[src/rtl/rob_nway.sv]
// N-way reorder buffer: in-order allocate, out-of-order complete, in-order retire,
// and selective squash of everything younger than a mispredicted branch.
module rob_nway #(
    parameter  int N         = 2,
    parameter  int DEPTH     = 32,
    parameter  int C         = 2,
    parameter  int PAYLOAD_W = 64,
    localparam int IDX_W     = $clog2(DEPTH),
    localparam int CNT_W     = $clog2(DEPTH + 1),
    localparam int RC_W      = $clog2(N + 1)
) (
    input  logic                   clock,
    input  logic                   reset,
    input  logic [N-1:0]           alloc_valid,
    input  logic [N*PAYLOAD_W-1:0] alloc_payload,
    output logic [N*IDX_W-1:0]     alloc_idxs,
    output logic [CNT_W-1:0]       free_slots,
    input  logic [C-1:0]           cmp_valid,
    input  logic [C*IDX_W-1:0]     cmp_idx,
    input  logic [C-1:0]           cmp_exc,
    output logic [N*PAYLOAD_W-1:0] head_payload,
    output logic [N-1:0]           head_valids,
    output logic [N-1:0]           head_exc,
    input  logic [RC_W-1:0]        retire_count,
    input  logic                   mispredict,
    input  logic [IDX_W-1:0]       mispred_idx
);

    // Handshakes: there is no ready signal. An alloc group is taken whole when its
    // contiguous length fits in free_slots (and no mispredict), otherwise dropped whole;
    // retire takes min(retire_count, head_valids prefix length); completions to
    // invalid or just-squashed entries are silently dropped.

    logic [IDX_W-1:0]     head_q, tail_q;
    logic [CNT_W-1:0]     count_q, count_d;
    logic [DEPTH-1:0]     valid_q, cmpl_q, exc_q;
    logic [DEPTH-1:0]     valid_d, cmpl_d, exc_d;
    logic [PAYLOAD_W-1:0] payload_q [DEPTH];

    logic [IDX_W-1:0]     head_ptr [N];
    logic [IDX_W-1:0]     tail_ptr [N];

    logic [RC_W-1:0]      run_len, alloc_n, ready_cnt, retire_n;
    logic                 run_on, alloc_ok, prefix_ok;
    logic [CNT_W-1:0]     free_cnt, squash_n;
    logic [IDX_W-1:0]     br_off, off;
    logic                 retire_clr, squash_clr, hit, hit_exc;

    always_comb begin
        for (int i = 0; i < N; i++) begin
            head_ptr[i] = head_q + IDX_W'(i);
            tail_ptr[i] = tail_q + IDX_W'(i);
        end
    end

    always_comb begin
        alloc_idxs = '0;
        for (int i = 0; i < N; i++) begin
            alloc_idxs[i*IDX_W +: IDX_W] = tail_ptr[i];
        end
    end

    assign free_cnt   = CNT_W'(DEPTH) - count_q;
    assign free_slots = free_cnt;

    // Only the low contiguous run of alloc_valid counts as a request.
    always_comb begin
        run_len = '0;
        run_on  = 1'b1;
        for (int i = 0; i < N; i++) begin
            run_on = run_on & alloc_valid[i];
            if (run_on) begin
                run_len = run_len + RC_W'(1);
            end
        end
    end

    assign alloc_ok = !mispredict && (CNT_W'(run_len) <= free_cnt);
    assign alloc_n  = alloc_ok ? run_len : '0;

    // An exceptional entry may be retired but ends the ready prefix.
    always_comb begin
        prefix_ok    = 1'b1;
        ready_cnt    = '0;
        head_valids  = '0;
        head_exc     = '0;
        head_payload = '0;
        for (int i = 0; i < N; i++) begin
            head_payload[i*PAYLOAD_W +: PAYLOAD_W] = payload_q[head_ptr[i]];
            head_exc[i]    = valid_q[head_ptr[i]] & exc_q[head_ptr[i]];
            head_valids[i] = prefix_ok & valid_q[head_ptr[i]] & cmpl_q[head_ptr[i]];
            prefix_ok      = head_valids[i] & ~exc_q[head_ptr[i]];
            if (head_valids[i]) begin
                ready_cnt = ready_cnt + RC_W'(1);
            end
        end
    end

    assign retire_n = (retire_count < ready_cnt) ? retire_count : ready_cnt;

    assign br_off   = mispred_idx - head_q;
    assign squash_n = mispredict ? (count_q - CNT_W'(1) - CNT_W'(br_off)) : '0;

    // Per-entry update order: completion, then allocation, then retire/squash clears.
    always_comb begin
        valid_d    = valid_q;
        cmpl_d     = cmpl_q;
        exc_d      = exc_q;
        off        = '0;
        retire_clr = 1'b0;
        squash_clr = 1'b0;
        hit        = 1'b0;
        hit_exc    = 1'b0;
        for (int j = 0; j < DEPTH; j++) begin
            off        = IDX_W'(j) - head_q;
            retire_clr = CNT_W'(off) < CNT_W'(retire_n);
            squash_clr = mispredict && (off > br_off) && (CNT_W'(off) < count_q);
            hit        = 1'b0;
            hit_exc    = 1'b0;
            for (int p = 0; p < C; p++) begin
                if (cmp_valid[p] && (cmp_idx[p*IDX_W +: IDX_W] == IDX_W'(j))) begin
                    hit     = 1'b1;
                    hit_exc = hit_exc | cmp_exc[p];
                end
            end
            if (hit && valid_q[j] && !squash_clr) begin
                cmpl_d[j] = 1'b1;
                exc_d[j]  = exc_q[j] | hit_exc;
            end
            for (int i = 0; i < N; i++) begin
                if ((RC_W'(i) < alloc_n) && (tail_ptr[i] == IDX_W'(j))) begin
                    valid_d[j] = 1'b1;
                    cmpl_d[j]  = 1'b0;
                    exc_d[j]   = 1'b0;
                end
            end
            if (retire_clr || squash_clr) begin
                valid_d[j] = 1'b0;
                cmpl_d[j]  = 1'b0;
                exc_d[j]   = 1'b0;
            end
        end
    end

    assign count_d = count_q + CNT_W'(alloc_n) - CNT_W'(retire_n) - squash_n;

    always_ff @(posedge clock) begin
        if (reset) begin
            head_q  <= '0;
            tail_q  <= '0;
            count_q <= '0;
            valid_q <= '0;
            cmpl_q  <= '0;
            exc_q   <= '0;
        end else begin
            head_q  <= head_q + IDX_W'(retire_n);
            tail_q  <= mispredict ? (mispred_idx + IDX_W'(1)) : (tail_q + IDX_W'(alloc_n));
            count_q <= count_d;
            valid_q <= valid_d;
            cmpl_q  <= cmpl_d;
            exc_q   <= exc_d;
        end
    end

    // Payload storage needs no reset; it is only observed behind a valid bit.
    always_ff @(posedge clock) begin
        for (int i = 0; i < N; i++) begin
            if (RC_W'(i) < alloc_n) begin
                payload_q[tail_ptr[i]] <= alloc_payload[i*PAYLOAD_W +: PAYLOAD_W];
            end
        end
    end

endmodule
[config.mk]
export PLATFORM = sky130hd
export DESIGN_NAME = rob_nway
export DESIGN_NICKNAME = d
export VERILOG_FILES = /design/src/rtl/rob_nway.sv
export SDC_FILE = /design/constraint.sdc
export NUM_CORES = 2
export LEC_CHECK = 0
export BUFFER_PORTS_ARGS = -buffer_cell sky130_fd_sc_hd__buf_2
export CELL_PAD_IN_SITES_DETAIL_PLACEMENT = 1
export CELL_PAD_IN_SITES_GLOBAL_PLACEMENT = 1
export CORE_UTILIZATION = 50
export CTS_BUF_LIST = sky130_fd_sc_hd__clkbuf_8
export CTS_CLUSTER_DIAMETER = 200
export DETAILED_ROUTE_END_ITERATION = 8
export PLACE_DENSITY_LB_ADDON = 0.25
export RECOVER_POWER = 25
export SETUP_SLACK_MARGIN = 0.15
export SYNTH_ARGS = -nofsm -noshare
export SYNTH_HDL_FRONTEND = slang
export SYNTH_SLANG_ARGS = --single-unit
export TNS_END_PERCENT = 10
[constraint.sdc]
create_clock -name clock -period 7.3 [get_ports clock]
set_input_delay 1.46 -clock clock [delete_from_list [all_inputs] [get_ports clock]]
set_output_delay 1.46 -clock clock [all_outputs]
set_load 0.05 [all_outputs]
# Word level (Yosys, flattened, before mapping)
# Memories as Yosys holds them, arrays and structs flattened. A register that Yosys moved wholly into a read port is not among the register bits.
# Index checks and enable logic that the tools add are counted.
[word_totals]
register_bits = 112
latchBits = 0
ram_bits = 2048
rom_bits = 0
output_inout_bits = 148
word_cells = 1083
n_memories = 1
[op_classes]
add_sub_neg = 46
mul = 0
div_mod_pow = 0
n_lt_le_gt_ge = 102
eq_ne = 124
n_shift = 0
mux = 217
bitwise_logic = 72
n_reduce_logical = 422
[mem_list]
columns = ["name", "depth", "width", "rd", "rd_clocked_by_memory_dff", "wr", "line", "rtl"]
rows = [
  ["payload_q", 32, 64, 2, 1, 2, "38", "logic [PAYLOAD_W-1:0] payload_q [DEPTH];"],
]
[op_table]
columns = ["cell", "count"]
rows = [
  ["$eq A5 B5 Y1 const B", 64],
  ["$logic_and A1 B1 Y1", 257],
  ["$mux W1", 204],
  ["$lt A5 B6 Y1", 32],
  ["$eq A5 B4 Y1 const B", 32],
  ["$gt A5 B5 Y1", 32],
  ["$lt A5 B2 Y1", 32],
  ["$reduce_or A4 Y1", 32],
  ["$eq A5 B3 Y1 const B", 16],
  ["$sub A5 B5 Y5 const A", 16],
  ["$or A1 B1 Y1", 64],
  ["$reduce_bool A2 Y1", 32],
  ["$reduce_or A2 Y1", 32],
  ["$eq A5 B2 Y1 const B", 8],
  ["$sub A4 B5 Y5 const A", 8],
  ["$logic_not A1 Y1", 33],
  ["$logic_or A1 B1 Y1", 32],
  ["$bmux W1 S5", 6],
  ["$eq A5 B1 Y1 const B", 4],
  ["$logic_not A5 Y1", 4],
  ["$sub A3 B5 Y5 const A", 4],
  ["$add A5 B1 Y5 const B", 3],
  ["$lt A5 B6 Y1 const B", 2],
  ["$add A5 B2 Y5", 2],
  ["other kinds (18)", 32],
]

# Depth between registers and ports, before layout
[depth]
depth_word = 12
depth_mapped = 27
ltp_nobuf = 22

# Worst setup path before layout
# No wires, ideal clock.
[synth_path]
path_type = "reg-to-reg"
startpoint = "reg head_q[1]"
endpoint = "reg count_q[4]"
setup_time_ps = 128
arrival_ps = 6731
path_slack_ps = 441
stages_incl_launch_ff = 27
path_buffers = 4
synth_period_minus_slack_ps = 6859
cell_sequence = "dfxtp_1 > clkbuf_1 > inv_1 > ha_1 > clkbuf_1 > clkbuf_1 > buf_1 > mux4_2 > mux2i_1 > mux2i_1 > and4_1 > o211a_1 > ha_1 > inv_1 > ha_1 > nor2_1 > o22a_1 > fa_1 > fa_1 > inv_1 > ha_1 > fa_1 > a21oi_1 > nor2_1 > nor2_1 > xor2_1 > nor2_1"
[synth_between]
elab_chain_cells = 11
word_cells_on_any_way = 26
cone_classes = "add/sub (6); order compare (1); mux (14); bitwise (5)"
[synth_rtl]
columns = ["element", "line", "rtl"]
rows = [
  ["start, declared", "34", "logic [IDX_W-1:0] head_q, tail_q;"],
  ["start signal, assigned", "156", "head_q <= head_q + IDX_W'(retire_n);"],
  ["parallel branches: the longest is 5 deep, another holds $add A5 B1 Y5", "-", ""],
  ["$and A1 B1 Y1 (*)", "91", "head_valids[i] = prefix_ok & valid_q[head_ptr[i]] & cmpl_q[head_ptr[i]];"],
  ["via head_valids[1]", "22", "output logic [N-1:0] head_valids,"],
  ["$mux W2 (*)", "93", "if (head_valids[i]) begin"],
  ["$lt A2 B2 Y1", "99", "assign retire_n = (retire_count < ready_cnt) ? retire_count : ready_cnt;"],
  ["$mux W2 (*)", "99", ""],
  ["$sub A6 B2 Y6 (*)", "145", "assign count_d = count_q + CNT_W'(alloc_n) - CNT_W'(retire_n) - squash_n;"],
  ["$sub A6 B6 Y6 (*)", "145", ""],
  ["end signal, assigned", "158", "count_q <= count_d;"],
  ["end, declared", "35", "logic [CNT_W-1:0] count_q, count_d;"],
]
# Mark *: on every way through the listed nets, which the timed path passes. The select of a mux whose other input is x is not followed.
# A chain may end at the register's enable or synchronous reset.

# Final worst setup path
[layout_path]
startpoint = "reg head_q[0]"
endpoint = "out head_payload[123]"
[layout_between]
elab_chain_cells = 2
[layout_rtl]
columns = ["element", "line", "rtl"]
rows = [
  ["$add A5 B1 Y5", "51", "head_ptr[i] = head_q + IDX_W'(i);"],
  ["$mem_v2 Z32 W64", "-", ""],
  ["end, declared", "21", "output logic [N*PAYLOAD_W-1:0] head_payload,"],
]
# No other way between the ends.

==> impl_metrics.yaml <==
clock_tree:
  clkSlewWorstSetupHoldPaths_ns: 0.06
  cts.hold.buffers_added: 0
  numCtsBuffers: 392
  clockBufferDepth: 4
  root_buffer: "clkbuf_8"
  cts.sinks: 2160
  cts.htree.levels: 5
  cts_tree: "done"
  clock_latency_ns: 1.15
setup_path:
  crit_top_cell: "buf_4"
  cp-end-kind: "primary output"
  startpoint_type: "register"
  crit_chain: "buf_4 -> ha_1 -> xnor2_2 -> buf_4 -> buf_4 -> mux4_2 -> mux2_2 -> buf_2"
  slowest_delay_ns: 0.86
  reg2reg_depth: 10
  crit_required_ns: 5.84
  arrival_ns: 5.76
  cp_max_fo: 38
  critPathSlowestCell: "buf_4"
  critPathKind: "reg -> out"
finish:
  drive_above_1_share: 0.528
  final_core_util: 0.548
  fin_area_um2: 143000
  areaGrowthSynthToFinish_pct: 8.75
  nets: 8327
die:
  die_h_um: 514
  die_x_um: 514
  rows: 187
  die_area_um2: 264000
  start_util: 0.504
  core-area_um2: 260000
  pin_count: 302
place:
  place_congestion: 0.896
  placed_area_um2: 136000
  hpwlAfterDp_um: 253000
  portBuffers: 301
pwr:
  p_comb_frac: 0.196
  max-vdd-ir-drop_mv: 0.183
  switching_share: 0.291
  p_seq_frac: 0.452
  pwr_density_cell_nw_per_um2: 215
  finalPower_w: 0.0306
  leakage_nw: 44.8
  p_switching_w: 0.00891
  internal_power_w: 0.0217
  clkPwrFrac: 0.352
synthesis:
  ys_warn_count: 0
  synthTopCellsByCount: "edfxtp_1, mux2_2, mux4_2"
  netlist_instances: 8054
  ys_ff_latch: 2160
  synthFlopType: "edfxtp_1"
  yosys.area.top_type: "edfxtp_1"
  netlist_area_um2: 131000
  yosys-top-cells-area: "edfxtp_1, mux4_2, mux2_2"
  synth.most_common_cell: "edfxtp_1"
  syn_avg_cell_area_um2: 16.3
  synth-edff-count: 2048
  syn-num-nets: 8403
  yosys.area.top_type_share: 0.469
  async_flop_share: 0
  ys_types: 64
  ys_seq_area_frac: 0.486
route:
  drc: 0
  drtIter0Drc: 13629
  wl_per_cell_um: 42.3
  vias: 87787
  drt-vias-per-instance: 7.45
  wl_um: 498000
  ant_nets: 0
  drt-pass1-iter-count: 6
sta:
  finalSetupViolCount: 0
  drv_slew: 1539
  period_share: 0.989
  post-route-min-period_ns: 7.22
  hold_viol_final: 0
  finalSetupTns_ns: 0
  fmax_ghz: 0.138
  worst_pin_slew_ns: 3.12
  finClkSkew_ns: 0.0860
  relSlewSlack: -1.08
  holdWs_ns: 0.511
  rsz0062_at_grt: "yes"
grt:
  grt_max_degree: 146
  grt_pass1_wl_um: 688000
  antenna_found_initial: 62
  grt_overflow: 0
  grt_pass1_vias: 88716
  groute.usage.overall: 0.372
worst_hold_path:
  min_path_cells: 1
  hp-class: "reg -> reg"
job:
  max_cap_violations: 40
outcome:
  failed_checks: "capacitance limit, slew limit"
  status: "complete, but fails checks"
## path summary, 6_finish.rpt
| kind | startpoint | to | slack (ns) |
|---|---|---|---|
| min | cmpl_q[29]$_SDFFE_PP0P_ | cmpl_q[29]$_SDFFE_PP0P_ | 0.51 |
| max | head_q[0]$_SDFF_PP0_ | head_payload[123] | 0.08 |
| min reg2reg | cmpl_q[29]$_SDFFE_PP0P_ | cmpl_q[29]$_SDFFE_PP0P_ | 0.51 |
| max reg2reg | count_q[1]$_SDFF_PP0_ | payload_q[4][41]$_DFFE_PP_ | 0.36 |
## state kept, by name, indices dropped and copies added, names as in the netlist
signal     count
cmpl_q        32
count_q        6
exc_q         32
head_q         5
payload_q   2048
tail_q         5
valid_q       32
## timing repair
action,4_1_cts,5_1_grt
buffers inserted,0,1
pin swaps,1,1
gates resized for setup,18,3
setup endpoints to repair,84,90
gates cloned,3,2
## critical path, delay by kind of cell (launching register included)
family	cells	cell delay [ns]
buf+inv	4	2.32
flops	1	0.67
mux	2	0.95
xor+xnor	1	0.20
fa+ha+maj	1	0.30
## layout by cell type, fill, tap and decap left out, types with 29 or more instances in the layout
cell      count
edfxtp_1   2048
mux2_2     2025
mux4_2     1314
clkbuf_8    405
buf_2       291
nand2_1     288
ha_1        186
inv_1       182
a21oi_1     131
dfxtp_1     107
nor2_1      101
clkinv_1    101
buf_4        96
mux2_1       88
o22ai_1      64
clkinv_2     44
nand3_1      43
nor2b_1      42
mux2i_1      42
buf_12       37
o221ai_1     33
diode_2      32
nor3_1       31
a21o_1       31
and2_1       31
xnor2_1      29
## per-stage QoR
step / std cells / worst slack [ns]
2_1_floorplan: 8054 / 0.441
3_3_place_gp: 11074 / 0.737
4_1_cts: 11746 / 0.00741
3_5_place_dp: 11074 / 0.764
5_1_grt: 11776 / 0.0478
6_report: 11781 / 0.0791
## cells by family (layout without fill, tap and decap cells)
group	after synthesis	in the layout	share of synthesized area
compound gates	486	486	0.0250
xor+xnor	52	52	0.00358
fa+ha+maj	195	195	0.0191
buf+inv	1040	1239	0.0318
flops	2160	2160	0.486
mux	3469	3469	0.410
other cells	0	32	0
simple gates	652	652	0.0241
## power groups by stage
stage / clock network, W / logic, W / registers, W
floorplan: 0 / 0.00435 / 0.0140
global placement: 0 / 0.00577 / 0.0141
detailed placement: 0 / 0.00593 / 0.0141
CTS: 0.0108 / 0.00600 / 0.0138
global route: 0.0113 / 0.00634 / 0.0139
finish: 0.0108 / 0.00600 / 0.0138
## layer usage
layer / wire, um / track usage / vias up
met5: 234 / 0 / -
met4: 30700 / 0.213 / 38
met3: 58300 / 0.0835 / 1529
li1: - / - / 32970
met2: 231000 / 0.576 / 6735
met1: 178000 / 0.484 / 46515
## final cells by class
cell class / instances / area [um2]
diodes: 32 / 80.1
clock buffers: 405 / 5570
clock inverters: 264 / 1320
fillers: 23875 / 118000
inverters: 81 / 319
multi-input cells: 4854 / 63500
flip-flops and latches: 2160 / 63800
well taps: 3496 / 4370
repair buffers: 489 / 3640
Power figures use the tool's default switching activity.
